`src/rtl/serial_adder_pkg.sv`:
```
// Shared definitions for the bit-serial adder: state encoding and counter sizing.
package serial_adder_pkg;

  localparam logic [1:0] ST_IDLE  = 2'd0;
  localparam logic [1:0] ST_SHIFT = 2'd1;
  localparam logic [1:0] ST_DONE  = 2'd2;

  typedef enum logic [1:0] {
    StIdle  = ST_IDLE,
    StShift = ST_SHIFT,
    StDone  = ST_DONE
  } state_e;

  // Bit counter width: clog2(width), never narrower than one bit.
  function automatic int unsigned cnt_w(input int unsigned width);
    return (width <= 1) ? 1 : $clog2(width);
  endfunction

endpackage

```
`src/rtl/fa_cell.sv`:
```
// Single-bit full adder, purely combinational.
module fa_cell (
  input  logic x,
  input  logic y,
  input  logic cin,
  output logic s,
  output logic cout
);

  assign s    = x ^ y ^ cin;
  assign cout = (x & y) | (cin & (x ^ y));

endmodule

```
`src/rtl/serial_adder.sv`:
```
// Bit-serial WIDTH-bit adder: one full-adder cell plus a fed-back carry register.
// Define SERIAL_ADDER_OVF_EN to add the signed-overflow output ovf.
module serial_adder
  import serial_adder_pkg::*;
#(
  parameter int unsigned WIDTH = 8
) (
  input  logic             clk,
  input  logic             rst_n,
  input  logic             in_valid,
  output logic             in_ready,
  input  logic [WIDTH-1:0] a,
  input  logic [WIDTH-1:0] b,
  input  logic             cin,
  output logic             out_valid,
  input  logic             out_ready,
  output logic [WIDTH-1:0] sum,
  output logic             cout,
  output logic             busy
`ifdef SERIAL_ADDER_OVF_EN
  ,
  output logic             ovf
`endif
);

  localparam int unsigned CntW = cnt_w(WIDTH);

  state_e           state_q, state_d;
  logic [WIDTH-1:0] a_sh_q, a_sh_d;
  logic [WIDTH-1:0] b_sh_q, b_sh_d;
  logic [WIDTH-1:0] sum_sh_q, sum_sh_d;
  logic             carry_q, carry_d;
  logic [CntW-1:0]  cnt_q, cnt_d;
  logic             fa_s, fa_c;
`ifdef SERIAL_ADDER_OVF_EN
  logic             cmsb_q, cmsb_d;
`endif

  fa_cell u_fa_cell (
    .x    (a_sh_q[0]),
    .y    (b_sh_q[0]),
    .cin  (carry_q),
    .s    (fa_s),
    .cout (fa_c)
  );

  always_comb begin
    state_d   = state_q;
    a_sh_d    = a_sh_q;
    b_sh_d    = b_sh_q;
    sum_sh_d  = sum_sh_q;
    carry_d   = carry_q;
    cnt_d     = cnt_q;
`ifdef SERIAL_ADDER_OVF_EN
    cmsb_d    = cmsb_q;
`endif
    in_ready  = 1'b0;
    out_valid = 1'b0;
    busy      = 1'b0;
    unique case (state_q)
      StIdle: begin
        in_ready = 1'b1;
        if (in_valid) begin
          a_sh_d  = a;
          b_sh_d  = b;
          carry_d = cin;
          cnt_d   = '0;
`ifdef SERIAL_ADDER_OVF_EN
          cmsb_d  = 1'b0;
`endif
          state_d = StShift;
        end
      end
      StShift: begin
        busy     = 1'b1;
        // New sum bit enters at the MSB so the LSB-first result ends up aligned.
        sum_sh_d = (sum_sh_q >> 1) | (WIDTH'(fa_s) << (WIDTH - 1));
        carry_d  = fa_c;
        a_sh_d   = a_sh_q >> 1;
        b_sh_d   = b_sh_q >> 1;
        cnt_d    = cnt_q + CntW'(1);
        if (cnt_q == CntW'(WIDTH - 1)) begin
`ifdef SERIAL_ADDER_OVF_EN
          cmsb_d  = carry_q;
`endif
          state_d = StDone;
        end
      end
      StDone: begin
        busy      = 1'b1;
        out_valid = 1'b1;
        if (out_ready) state_d = StIdle;
      end
      default: state_d = StIdle;
    endcase
  end

  always_ff @(posedge clk or negedge rst_n) begin
    if (!rst_n) begin
      state_q  <= StIdle;
      a_sh_q   <= '0;
      b_sh_q   <= '0;
      sum_sh_q <= '0;
      carry_q  <= 1'b0;
      cnt_q    <= '0;
`ifdef SERIAL_ADDER_OVF_EN
      cmsb_q   <= 1'b0;
`endif
    end else begin
      state_q  <= state_d;
      a_sh_q   <= a_sh_d;
      b_sh_q   <= b_sh_d;
      sum_sh_q <= sum_sh_d;
      carry_q  <= carry_d;
      cnt_q    <= cnt_d;
`ifdef SERIAL_ADDER_OVF_EN
      cmsb_q   <= cmsb_d;
`endif
    end
  end

  assign sum  = sum_sh_q;
  assign cout = carry_q;
`ifdef SERIAL_ADDER_OVF_EN
  // Signed overflow: carry into the MSB differs from carry out of it.
  assign ovf  = cmsb_q ^ carry_q;
`endif

endmodule

```
`config.mk`:
```
export PLATFORM = sky130hd
export DESIGN_NAME = serial_adder
export DESIGN_NICKNAME = d
export VERILOG_FILES = /design/src/rtl/serial_adder_pkg.sv /design/src/rtl/fa_cell.sv /design/src/rtl/serial_adder.sv
export SDC_FILE = /design/constraint.sdc
export NUM_CORES = 1
export LEC_CHECK = 0
export CAP_MARGIN = 20
export CORE_UTILIZATION = 49
export DETAILED_ROUTE_END_ITERATION = 16
export PLACE_DENSITY = 0.78
export REMOVE_ABC_BUFFERS = 1
export SYNTH_ARGS = -nofsm -noshare
export SYNTH_HDL_FRONTEND = slang
export SYNTH_SLANG_ARGS = --single-unit
```
`constraint.sdc`:
```
create_clock -name clk -period 2 [get_ports clk]
set_input_delay 0.6 -clock clk [delete_from_list [all_inputs] [get_ports clk]]
set_output_delay 0.6 -clock clk [all_outputs]
set_load 0.02 [all_outputs]
```
==> metrics.md <==
| Metric | Value |
|---|---|
| Status | `finished clean` |
| Initial Utilization | `51.68%` |
| Dominant cells by area after synthesis | `sky130_fd_sc_hd__dfrtp_1, sky130_fd_sc_hd__mux2i_1, sky130_fd_sc_hd__mux2_2` |
| Layout overhead on the synthesized area | `30.73%` |
| WL final | `2.303 mm` |
| Buffers added on ports | `32` |
| Leakage | `0.0008517 uW` |
| Area of the placeable core | `2758 um2` |
| Pre-CTS WS | `52.14 ps` |
| Total power | `3018 uW` |
| Flops & latches, synth | `30` |
| Worst EP required | `1400 ps` |
| Clock-pin slew reported for the worst setup and hold paths after clock tree synthesis | `80 ps` |
| Worst setup skew after layout | `7.696 ps` |
| Remaining global-route overflow | `0` |
| RSZ-0062 raised after global routing | `no` |
| Share of synthesized area occupied by flip-flops and latches | `52.68%` |
| Hold Crit Class | `reg -> reg` |
| Cell depth of the worst min-delay path | `2` |
| Transition time at the pin with the least slew margin | `367.3 ps` |
| Count of flip-flops with a built-in enable after synthesis | `0` |
| Critical setup path kind | `reg -> out` |
| Pin count of the biggest net entering global routing | `31` |
| Post-synthesis instance area | `1425 um2` |
| Share of final-layout standard cells stronger than drive strength 1 | `18.75%` |
| DR vias/cell | `5.141` |
| Die Width | `55.93 um` |
| Worst-Skew Late Latency | `320 ps` |
| Vertical extent of the die | `55.93 um` |
| Synthesized instance count | `118` |
| Reg2Reg Depth | `6` |
| Number of fill cells in the layout | `232` |
| Maxcap violations | `0` |
| Startpoint Class | `flip-flop` |
| DIE AREA | `3128 um2` |
| Iter 0 DRT Violations | `9` |
| Clock H-tree levels | `2` |
| Total Negative Setup Slacks | `0 ps` |
| CTS tree | `built` |
| Post-layout net count | `187` |
| Total routing usage reported by global routing | `17.17%` |
| Distinct cells, synth | `18` |
| Antenna diode instance count | `0` |
| Final worst-path cycle share | `95.93%` |
| Weighted congestion reported at the end of routability-driven placement | `0.7664` |
| Count of final max-slew check failures | `0` |
| Worst slew margin | `75.51%` |
| Number of antenna violations at the first check in global routing | `0` |
| Final hold violation count | `0` |
| Number of buffers created by CTS | `5` |
| Setup slack of the critical path after layout | `81.37 ps` |
| Mapped Avg Cell Area | `12.08 um2` |
| Setup Viol. Count Final | `0` |
| Leading cell types in the layout, fill and taps excluded | `sky130_fd_sc_hd__dfrtp_1, sky130_fd_sc_hd__clkdlybuf4s50_1, sky130_fd_sc_hd__nand2_1` |
| Max VDD drop | `1.296 mV` |
| Routed WL per cell | `12.06 um` |
| Detailed Routing Iterations Pass 1 | `4` |
| Hpwl dp | `1.728 mm` |
| Peak clock frequency supported by timing | `521.2 MHz` |
| Number of top-level design ports | `33` |
| Maximum net fanout on the critical path | `3` |
| Synthesis warning total | `0` |
| Final Critical Period | `1919 ps` |
| Most frequent standard cell in the layout excluding fill and tap cells | `sky130_fd_sc_hd__dfrtp_1` |
| Critical path capture point type | `primary output` |
| Final antenna-violating net count | `0` |
| Vias in the first global route | `944` |
| Hold-fix buffers at CTS | `0` |
| Rows | `19` |
| Remaining routing DRC violations | `0` |
| Most instantiated flip-flop cell in the synthesis netlist | `sky130_fd_sc_hd__dfrtp_1` |
| Share of async-settable or async-resettable flops after synthesis | `100.0%` |
| First-pass GRT wire length | `4.029 mm` |
| Total power divided by cell area | `1620 nW/um2` |
| CTS sink count | `30` |
| Maximum count of clock buffers along a single path | `2` |
| Root buffer cell | `sky130_fd_sc_hd__clkbuf_4` |
| Share of the synthesized area in the top cell type | `52.68%` |
| Data arrival time at the worst-slack endpoint | `1320 ps` |
| Post-synth top area cell | `sky130_fd_sc_hd__dfrtp_1` |
| Count of vias placed by the detailed router | `982` |
==> metrics by stage <==
step	cells	hold slack (ps)	area, um2	utilization (%)
floorplan	112	304.4	1368	-
global placement	182	463.6	1779	64.52
detailed placement	182	471.0	1779	64.52
CTS	190	490.9	1857	67.33
global route	191	523.7	1863	67.56
finish	191	484.7	1863	67.56
==> area by class of cell <==
cell class / count / area (um2) / share of cell area [%]
clock buffers: 8 / 78.83 / 4.231
well taps: 31 / 38.79 / 2.082
inverters: 6 / 22.52 / 1.209
flip-flops and latches: 30 / 750.7 / 40.30
repair buffers: 40 / 377.9 / 20.28
multi-input cells: 76 / 594.3 / 31.90
==> cells in the mapped netlist, drive strengths merged, types with 2 or more instances <==
cell / number
mux2i: 16
buf: 6
dfrtp: 30
inv: 6
nand3: 2
mux2: 10
o21ai: 18
a32o: 2
nand2: 17
ha: 6
o2bb2ai: 2
==> registers in the layout (all words and copies together), names as in the netlist <==
signal / cells
a_sh_q: 8
state_q: 2
b_sh_q: 8
cout: 1
sum: 8
cnt_q: 3
==> final timing paths <==
kind | slack, ps | end | startpoint
worst max-delay path | 80 | busy | state_q[1]
worst min-delay path | 480 | b_sh_q[2] | b_sh_q[2]
worst max register to register | 340 | b_sh_q[1] | state_q[1]
worst min register to register | 480 | b_sh_q[2] | b_sh_q[2]
max in group asynchronous | 1060 | cnt_q[0] | rst_n
min in group asynchronous | 670 | b_sh_q[0] | rst_n
==> report_power, final <==
group	internal (uW)	total (uW)	switching (uW)
sequential	901	1070	166
combinational	768	1520	747
clock	240	437	197
==> logic make-up (layout without fill, tap and decap cells) <==
| logic type | count (synthesis) | in the layout | synth area share (%) |
|---|---|---|---|
| flip-flops | 30 | 30 | 52.68 |
| multiplexers | 26 | 26 | 19.40 |
| AO/OA/AOI/OAI | 23 | 23 | 10.01 |
| AND/OR/NAND/NOR | 20 | 20 | 5.619 |
| buffers and inverters | 12 | 54 | 5.618 |
| adder cells (fa/ha/maj) | 7 | 7 | 6.672 |
==> per-layer routing <==
layer	up-vias	global-route usage [%]	share of wire (%)	wire length [um]
met5	-	0	0	0
met4	0	6.272	0.61	14
met3	2	7.442	7.9	182
met2	33	29.09	46	1067
met1	455	19.28	45	1038
li1	492	-	-	-
==> repair_timing <==
item | 4_1_cts | 5_1_grt
endpoints found under the setup margin | 3 | 4
gates resized for setup | 5 | 3
hold endpoints to repair | 0 | 0
pin swaps | 0 | 0
setup buffers | 0 | 1
==> worst max-delay path: stages, from the launching register on <==
cell and delay, ps:
sky130_fd_sc_hd__dfrtp_1 410, sky130_fd_sc_hd__inv_1 110, sky130_fd_sc_hd__ha_1 240, sky130_fd_sc_hd__clkdlybuf4s15_2 250
Note: power is estimated with default switching activity, not from simulation.
